`src/rtl/exec_hazard_ctrl_if.sv`:
```
// Hazard-control bundle between the pipeline stage registers and exec_hazard_ctrl.
// master = pipeline side (drives hazard inputs), slave = controller side.
interface exec_hazard_ctrl_if #(
    parameter int CNT_W = 32
);
    logic [4:0]       id_rs1_addr;
    logic [4:0]       id_rs2_addr;
    logic             id_use_rs1;
    logic             id_use_rs2;
    logic [4:0]       ex_rd_addr;
    logic             ex_w_enable;
    logic             ex_is_load;
    logic             ex_redirect;
    logic [31:0]      ex_redirect_pc;
    logic             mem_busy;

    logic             pc_stall;
    logic             fd_stall;
    logic             de_bubble;
    logic             fd_flush;
    logic             de_flush;
    logic             em_hold;
    logic             pc_redirect_valid;
    logic [31:0]      pc_redirect_pc;
    logic [1:0]       ctrl_state;
    logic [CNT_W-1:0] perf_stall_cnt;
    logic [CNT_W-1:0] perf_flush_cnt;

    modport master (
        output id_rs1_addr, id_rs2_addr, id_use_rs1, id_use_rs2,
        output ex_rd_addr, ex_w_enable, ex_is_load, ex_redirect, ex_redirect_pc,
        output mem_busy,
        input  pc_stall, fd_stall, de_bubble, fd_flush, de_flush, em_hold,
        input  pc_redirect_valid, pc_redirect_pc, ctrl_state,
        input  perf_stall_cnt, perf_flush_cnt
    );

    modport slave (
        input  id_rs1_addr, id_rs2_addr, id_use_rs1, id_use_rs2,
        input  ex_rd_addr, ex_w_enable, ex_is_load, ex_redirect, ex_redirect_pc,
        input  mem_busy,
        output pc_stall, fd_stall, de_bubble, fd_flush, de_flush, em_hold,
        output pc_redirect_valid, pc_redirect_pc, ctrl_state,
        output perf_stall_cnt, perf_flush_cnt
    );
endinterface

```
`src/rtl/exec_hazard_ctrl.sv`:
```
// Purpose: stall/bubble/flush/redirect sequencing around execute; perf counters under EXEC_HAZARD_PERF_EN.
// Latency: stall/flush controls 0 cycles (combinational); redirect PC valid 1 cycle after ex_redirect.
// Backpressure: mem_busy freezes the whole pipe (pc/fd stall + em_hold) and pauses the redirect window.
module exec_hazard_ctrl #(
    parameter int NUM_FLUSH_CYC = 2,
    parameter int CNT_W         = 32
) (
    input  logic clk,
    input  logic rstd,
    exec_hazard_ctrl_if.slave hz_if
);
    typedef enum logic [1:0] {
        RUN      = 2'd0,
        LU_STALL = 2'd1,
        REDIRECT = 2'd2,
        MEM_WAIT = 2'd3
    } state_t;

    state_t      r_state;
    state_t      w_state_nxt;
    logic [3:0]  r_flush_cnt;
    logic [3:0]  w_flush_cnt_nxt;
    logic [31:0] r_redirect_pc;
    logic        w_load_pc;
    logic        w_lu;
    logic        w_pc_stall;
    logic        w_fd_stall;
    logic        w_de_bubble;
    logic        w_fd_flush;
    logic        w_de_flush;
    logic        w_em_hold;
    logic        w_redirect_vld;

    always_comb begin
        w_lu = hz_if.ex_is_load && hz_if.ex_w_enable && (hz_if.ex_rd_addr != 5'd0) &&
               ((hz_if.id_use_rs1 && (hz_if.id_rs1_addr == hz_if.ex_rd_addr)) ||
                (hz_if.id_use_rs2 && (hz_if.id_rs2_addr == hz_if.ex_rd_addr)));
    end

    always_comb begin
        w_state_nxt     = r_state;
        w_flush_cnt_nxt = r_flush_cnt;
        w_load_pc       = 1'b0;
        w_pc_stall      = 1'b0;
        w_fd_stall      = 1'b0;
        w_de_bubble     = 1'b0;
        w_fd_flush      = 1'b0;
        w_de_flush      = 1'b0;
        w_em_hold       = 1'b0;
        w_redirect_vld  = 1'b0;
        case (r_state)
            RUN: begin
                if (hz_if.mem_busy) begin
                    w_pc_stall  = 1'b1;
                    w_fd_stall  = 1'b1;
                    w_em_hold   = 1'b1;
                    w_state_nxt = MEM_WAIT;
                end else if (hz_if.ex_redirect) begin
                    w_fd_flush      = 1'b1;
                    w_de_flush      = 1'b1;
                    w_load_pc       = 1'b1;
                    w_flush_cnt_nxt = 4'(NUM_FLUSH_CYC);
                    w_state_nxt     = REDIRECT;
                end else if (w_lu) begin
                    w_pc_stall  = 1'b1;
                    w_fd_stall  = 1'b1;
                    w_de_bubble = 1'b1;
                    w_state_nxt = LU_STALL;
                end
            end
            LU_STALL: begin
                // Bubble sits in execute, so neither load-use nor redirect can be live here.
                if (hz_if.mem_busy) begin
                    w_pc_stall  = 1'b1;
                    w_fd_stall  = 1'b1;
                    w_em_hold   = 1'b1;
                    w_state_nxt = MEM_WAIT;
                end else begin
                    w_state_nxt = RUN;
                end
            end
            REDIRECT: begin
                w_redirect_vld = 1'b1;
                w_fd_flush     = 1'b1;
                if (hz_if.mem_busy) begin
                    w_em_hold = 1'b1;
                end else if (r_flush_cnt <= 4'd1) begin
                    w_state_nxt = RUN;
                end else begin
                    w_flush_cnt_nxt = r_flush_cnt - 4'd1;
                end
            end
            MEM_WAIT: begin
                if (hz_if.mem_busy) begin
                    w_pc_stall = 1'b1;
                    w_fd_stall = 1'b1;
                    w_em_hold  = 1'b1;
                end else begin
                    w_state_nxt = RUN;
                end
            end
            default: w_state_nxt = RUN;
        endcase
    end

    always_ff @(posedge clk or posedge rstd) begin
        if (rstd) begin
            r_state       <= RUN;
            r_flush_cnt   <= 4'd0;
            r_redirect_pc <= 32'd0;
        end else begin
            r_state     <= w_state_nxt;
            r_flush_cnt <= w_flush_cnt_nxt;
            if (w_load_pc) begin
                r_redirect_pc <= hz_if.ex_redirect_pc;
            end
        end
    end

    // Combinational controls are masked so nothing leaks out while reset is held.
    assign hz_if.pc_stall          = w_pc_stall     & ~rstd;
    assign hz_if.fd_stall          = w_fd_stall     & ~rstd;
    assign hz_if.de_bubble         = w_de_bubble    & ~rstd;
    assign hz_if.fd_flush          = w_fd_flush     & ~rstd;
    assign hz_if.de_flush          = w_de_flush     & ~rstd;
    assign hz_if.em_hold           = w_em_hold      & ~rstd;
    assign hz_if.pc_redirect_valid = w_redirect_vld & ~rstd;
    assign hz_if.pc_redirect_pc    = r_redirect_pc;
    assign hz_if.ctrl_state        = r_state;

`ifdef EXEC_HAZARD_PERF_EN
    logic [CNT_W-1:0] r_perf_stall_cnt;
    logic [CNT_W-1:0] r_perf_flush_cnt;

    always_ff @(posedge clk or posedge rstd) begin
        if (rstd) begin
            r_perf_stall_cnt <= '0;
            r_perf_flush_cnt <= '0;
        end else begin
            if (w_pc_stall) begin
                r_perf_stall_cnt <= r_perf_stall_cnt + 1'b1;
            end
            if ((r_state == RUN) && (w_state_nxt == REDIRECT)) begin
                r_perf_flush_cnt <= r_perf_flush_cnt + 1'b1;
            end
        end
    end

    assign hz_if.perf_stall_cnt = r_perf_stall_cnt;
    assign hz_if.perf_flush_cnt = r_perf_flush_cnt;
`else
    assign hz_if.perf_stall_cnt = {CNT_W{1'b0}};
    assign hz_if.perf_flush_cnt = {CNT_W{1'b0}};
`endif
endmodule

```
`src/flat_wrapper.sv`:
```
// flat-port wrapper written by rule: the top's interface ports become plain ports
module exec_hazard_ctrl_flat 
#(
    parameter int NUM_FLUSH_CYC = 2,
    parameter int CNT_W         = 32
)
  (clk, rstd, hz_if_id_rs1_addr, hz_if_id_rs2_addr, hz_if_id_use_rs1, hz_if_id_use_rs2, hz_if_ex_rd_addr, hz_if_ex_w_enable, hz_if_ex_is_load, hz_if_ex_redirect, hz_if_ex_redirect_pc, hz_if_mem_busy, hz_if_pc_stall, hz_if_fd_stall, hz_if_de_bubble, hz_if_fd_flush, hz_if_de_flush, hz_if_em_hold, hz_if_pc_redirect_valid, hz_if_pc_redirect_pc, hz_if_ctrl_state, hz_if_perf_stall_cnt, hz_if_perf_flush_cnt);
  exec_hazard_ctrl_if #(.CNT_W(CNT_W)) hz_if_i ();
  input  logic clk;
  input  logic rstd;
  input wire logic [$bits(hz_if_i.id_rs1_addr)-1:0] hz_if_id_rs1_addr;
  input wire logic [$bits(hz_if_i.id_rs2_addr)-1:0] hz_if_id_rs2_addr;
  input wire logic [$bits(hz_if_i.id_use_rs1)-1:0] hz_if_id_use_rs1;
  input wire logic [$bits(hz_if_i.id_use_rs2)-1:0] hz_if_id_use_rs2;
  input wire logic [$bits(hz_if_i.ex_rd_addr)-1:0] hz_if_ex_rd_addr;
  input wire logic [$bits(hz_if_i.ex_w_enable)-1:0] hz_if_ex_w_enable;
  input wire logic [$bits(hz_if_i.ex_is_load)-1:0] hz_if_ex_is_load;
  input wire logic [$bits(hz_if_i.ex_redirect)-1:0] hz_if_ex_redirect;
  input wire logic [$bits(hz_if_i.ex_redirect_pc)-1:0] hz_if_ex_redirect_pc;
  input wire logic [$bits(hz_if_i.mem_busy)-1:0] hz_if_mem_busy;
  output wire logic [$bits(hz_if_i.pc_stall)-1:0] hz_if_pc_stall;
  output wire logic [$bits(hz_if_i.fd_stall)-1:0] hz_if_fd_stall;
  output wire logic [$bits(hz_if_i.de_bubble)-1:0] hz_if_de_bubble;
  output wire logic [$bits(hz_if_i.fd_flush)-1:0] hz_if_fd_flush;
  output wire logic [$bits(hz_if_i.de_flush)-1:0] hz_if_de_flush;
  output wire logic [$bits(hz_if_i.em_hold)-1:0] hz_if_em_hold;
  output wire logic [$bits(hz_if_i.pc_redirect_valid)-1:0] hz_if_pc_redirect_valid;
  output wire logic [$bits(hz_if_i.pc_redirect_pc)-1:0] hz_if_pc_redirect_pc;
  output wire logic [$bits(hz_if_i.ctrl_state)-1:0] hz_if_ctrl_state;
  output wire logic [$bits(hz_if_i.perf_stall_cnt)-1:0] hz_if_perf_stall_cnt;
  output wire logic [$bits(hz_if_i.perf_flush_cnt)-1:0] hz_if_perf_flush_cnt;
  assign hz_if_i.id_rs1_addr = hz_if_id_rs1_addr;
  assign hz_if_i.id_rs2_addr = hz_if_id_rs2_addr;
  assign hz_if_i.id_use_rs1 = hz_if_id_use_rs1;
  assign hz_if_i.id_use_rs2 = hz_if_id_use_rs2;
  assign hz_if_i.ex_rd_addr = hz_if_ex_rd_addr;
  assign hz_if_i.ex_w_enable = hz_if_ex_w_enable;
  assign hz_if_i.ex_is_load = hz_if_ex_is_load;
  assign hz_if_i.ex_redirect = hz_if_ex_redirect;
  assign hz_if_i.ex_redirect_pc = hz_if_ex_redirect_pc;
  assign hz_if_i.mem_busy = hz_if_mem_busy;
  assign hz_if_pc_stall = hz_if_i.pc_stall;
  assign hz_if_fd_stall = hz_if_i.fd_stall;
  assign hz_if_de_bubble = hz_if_i.de_bubble;
  assign hz_if_fd_flush = hz_if_i.fd_flush;
  assign hz_if_de_flush = hz_if_i.de_flush;
  assign hz_if_em_hold = hz_if_i.em_hold;
  assign hz_if_pc_redirect_valid = hz_if_i.pc_redirect_valid;
  assign hz_if_pc_redirect_pc = hz_if_i.pc_redirect_pc;
  assign hz_if_ctrl_state = hz_if_i.ctrl_state;
  assign hz_if_perf_stall_cnt = hz_if_i.perf_stall_cnt;
  assign hz_if_perf_flush_cnt = hz_if_i.perf_flush_cnt;
  exec_hazard_ctrl #(.NUM_FLUSH_CYC(NUM_FLUSH_CYC), .CNT_W(CNT_W)) u_core (.clk(clk), .rstd(rstd), .hz_if(hz_if_i));
endmodule
```
`config.mk`:
```
export PLATFORM = sky130hd
export DESIGN_NAME = exec_hazard_ctrl_flat
export DESIGN_NICKNAME = d
export VERILOG_FILES = /design/src/rtl/exec_hazard_ctrl_if.sv /design/src/rtl/exec_hazard_ctrl.sv /design/src/flat_wrapper.sv
export SDC_FILE = /design/constraint.sdc
export NUM_CORES = 1
export LEC_CHECK = 0
export ABC_AREA = 0
export CELL_PAD_IN_SITES_DETAIL_PLACEMENT = 0
export CELL_PAD_IN_SITES_GLOBAL_PLACEMENT = 1
export CORE_UTILIZATION = 24
export CTS_CLUSTER_DIAMETER = 200
export DETAILED_ROUTE_END_ITERATION = 8
export GPL_TIMING_DRIVEN = 1
export PLACE_DENSITY_LB_ADDON = 0.1
export SLEW_MARGIN = 25
export SYNTH_ARGS = -nofsm -noshare
export SYNTH_HDL_FRONTEND = slang
export SYNTH_SLANG_ARGS = --single-unit
```
`constraint.sdc`:
```
create_clock -name clk -period 2.1 [get_ports clk]
set_input_delay 0.315 -clock clk [delete_from_list [all_inputs] [get_ports clk]]
set_output_delay 0.315 -clock clk [all_outputs]
set_load 0.1 [all_outputs]
```
==> results by group <==
STA
  – Final setup fails: 4
  – Min Tclk post-route: 2.20 ns
  – Maximum clock rate: 0.455 GHz
  – Crit share post-route: 1.05
  – Final Hold Fails: 0
  – RSZ-0062 raised after global routing: true
  – Final worst slack: -0.0973 ns
  – Setup Skew: 0.00494 ns
  – WHS: 0.479 ns
  – Slew Viols, Final: 0

Logic synthesis
  – Cell taking the most area after synthesis: dfrtp_1
  – Post-Syn Area per Cell: 8.52 um2
  – Largest family of logic cells by synthesized area: buffers and inverters
  – Post-synth EDFFs: 0
  – Synth Area in Compound Gates: 0.0502
  – Seq/Total Area, Yosys: 0.419
  – Post-synthesis mux area share: 0.00938
  – Top FF cell, synth: dfrtp_1
  – Post-Syn Instances: 266
  – Largest cells by area after synthesis: dfrtp_1 42%, buf_4 22%, nand2_1 17%, xor2_1 3.1%, ha_1 1.1%
  – Post-synthesis xor/xnor area fraction: 0.0386
  – Count leader, synth: nand2_1
  – Synth unique cells: 37
  – Synth cell count leaders: 101 x nand2_1, 65 x buf_4, 38 x dfrtp_1
  – Syn Std Cell Area: 2270 um2
  – Number of synthesized register bits: 38
  – Ys Warns: 0
  – Async S/R FF share, synth: 1.00
  – Post-Synth Adder-Cell Area: 0.0110
  – Post-synth top area share: 0.419
  – Simple-gate share of the synthesized area: 0.228

Setup path
  – Levels on crit path: 5
  – Critical path type: reg -> out
  – Max stage delay on crit path: 0.50 ns
  – Crit path max fanout: 4
  – Setup slack, reg-to-reg: 0.15 ns
  – Worst R2R Start: u_core.hz_if.ctrl_state[0]
  – CP max-delay cell: dfrtp_4
  – Reg2reg end: u_core.r_flush_cnt[1]
  – Top delay family on crit path: simple AND/OR/NAND/NOR gates
  – CP endpoint kind: output pin
  – Start point of the critical path: u_core.hz_if.ctrl_state[0]
  – Startpoint Class: flip-flop
  – CP Cell Sequence: and4bb_2 -> o21ai_2 -> or3_4 -> o21ai_4 -> buf_12
  – Worst r2r path cells: 5
  – CP Capture Point: hz_if_fd_stall
  – CP Buf/Inv Count: 1
  – WP data arrival: 1.88 ns
  – Data required, critical path: 1.78 ns

Global route
  – Largest net degree at the start of global routing: 31
  – GRT Util Overall: 0.113
  – GR Overflow Total: 0
  – Vias in the first global route: 1858
  – First-pass GRT wire length: 8770 um
  – Initial antenna violation count: 0

Clock network
  – Clock latency on the worst-skew pair: 0.28 ns
  – H-tree Lvls: 2
  – CTS tree: built
  – Clock Root Buffer: clkbuf_8
  – Clk buf depth: 2
  – CTS sink count: 38
  – Hold Buf Count CTS: 0
  – CTS Buf Count: 5
  – Clock transition at path regs: 0.07 ns

Placement
  – Worst slack, placed: -0.201 ns
  – IO Port Bufs: 95
  – Gp weighted congestion: 0.682
  – Cells after DPL: 482
  – Post-DP HPWL: 4190 um

Floorplan
  – Cell row count: 35
  – Die width: 99.2 um
  – Die area: 9840 um2
  – Top Ports: 160
  – Initial Util: 0.247
  – Core footprint: 9200 um2
  – Die Ht: 99.2 um

Layout
  – Diode count: 0
  – Area grow syn2layout: 49.6%
  – FILL cells: 976
  – Share of cells above drive strength 1: 0.232
  – Final nets: 437
  – Post-Layout Cell Count: 491

Detailed routing
  – Avg WL per Cell: 11.1 um
  – Post-DR vias/cell: 3.82
  – DRC viols: 0
  – Drt first-iter violations: 44
  – DRT Pass-1 Iters: 2
  – Antenna-violating nets left: 0
  – Final wirelength: 5440 um
  – Detailed-route via count: 1878

Status
  – Failing checks: setup timing
  – Status: complete, but fails checks

Job
  – Maxcap violations: 0

Min path
  – Hold/Removal Path Class: reg -> reg
-- timing repair --
item | CTS | global route
cloned | 0 | 0
pin swaps | 6 | 3
buffers inserted | 2 | 0
setup endpoints to repair | 4 | 4
gates resized for setup | 8 | 3
-- cell families (layout without fill, tap and decap cells) --
family                     Yosys count  count (layout)
AOI/OAI and AO/OA                   14              14
xor gates and xnor gates            10              10
adders and majority gates            2               2
buffers and inverters               78             129
DFF                                 38              38
muxes                                2               2
other                                1              64
and+or+nand+nor                    121             121
-- registers in the layout, indices dropped and copies added, names as in the netlist --
signal,cells
u_core.hz_if.pc_redirect_pc,32
u_core.r_flush_cnt,4
u_core.hz_if.ctrl_state,2
-- cell usage in the layout, fill, tap and decap left out, types with 2 or more instances in the layout --
cell type	n
clkdlybuf4s50_1	46
ha_1	2
nand2_1	101
o31ai_1	2
dfrtp_1	36
clkbuf_8	6
buf_4	55
nor2_1	2
dlygate4sd2_1	5
buf_12	7
conb_1	64
xnor2_1	2
nor4_2	2
inv_1	5
nor2_2	2
nor3_2	2
xor2_1	8
nand2b_1	2
dlymetal6s2s_1	3
-- layout make-up --
cell class / count / area (um2) / share of cell area
multi-input combinational: 213 / 1070 / 0.315
tap: 111 / 139 / 0.0409
timing repair buffer: 116 / 1090 / 0.323
inverter: 6 / 22.5 / 0.00664
clock buffer: 6 / 82.6 / 0.0243
clock inverter: 1 / 30.0 / 0.00885
sequential: 38 / 956 / 0.282
-- tightest hold or removal path: stages (launching register included) --
cell and delay (ns):
dfrtp_1 0.34, nand2_1 0.05, nand2_1 0.06
-- layer usage --
metal	GRT usage	vias to the layer above	routed length, um
li1	-	933	-
met1	0.147	842	2520
met2	0.184	99	2410
met3	0.0337	4	478
met4	0.0271	0	31
met5	0	-	0
-- worst min-delay path by stage --
| stage | cells past startpoint | from | slack (ns) | endpoint |
|---|---|---|---|---|
| after floorplan | 2 | hz_if_ex_redirect_pc[0] | 0.42 | u_core.hz_if.pc_redirect_pc[0] |
| after detailed placement | 2 | u_core.hz_if.pc_redirect_pc[15] | 0.46 | u_core.hz_if.pc_redirect_pc[15] |
| after global routing | 2 | u_core.hz_if.pc_redirect_pc[9] | 0.51 | u_core.hz_if.pc_redirect_pc[9] |
| after global placement | 2 | u_core.hz_if.pc_redirect_pc[16] | 0.46 | u_core.hz_if.pc_redirect_pc[16] |
| after CTS | 2 | u_core.hz_if.pc_redirect_pc[15] | 0.48 | u_core.hz_if.pc_redirect_pc[15] |
| final | 2 | u_core.hz_if.pc_redirect_pc[4] | 0.48 | u_core.hz_if.pc_redirect_pc[4] |
-- through the flow --
step                       util  TNS, ns  cell area (um2)
after floorplan               -    -1.59             2560
after global placement    0.353   -0.710             3240
after detailed placement  0.353   -0.918             3240
after CTS                 0.368   -0.361             3380
after global routing      0.369   -0.575             3390
final                     0.369   -0.284             3390
Power is left out: the tool's default activity adds up to more than one toggle a clock period on the data nets, which glitch-free logic cannot reach.
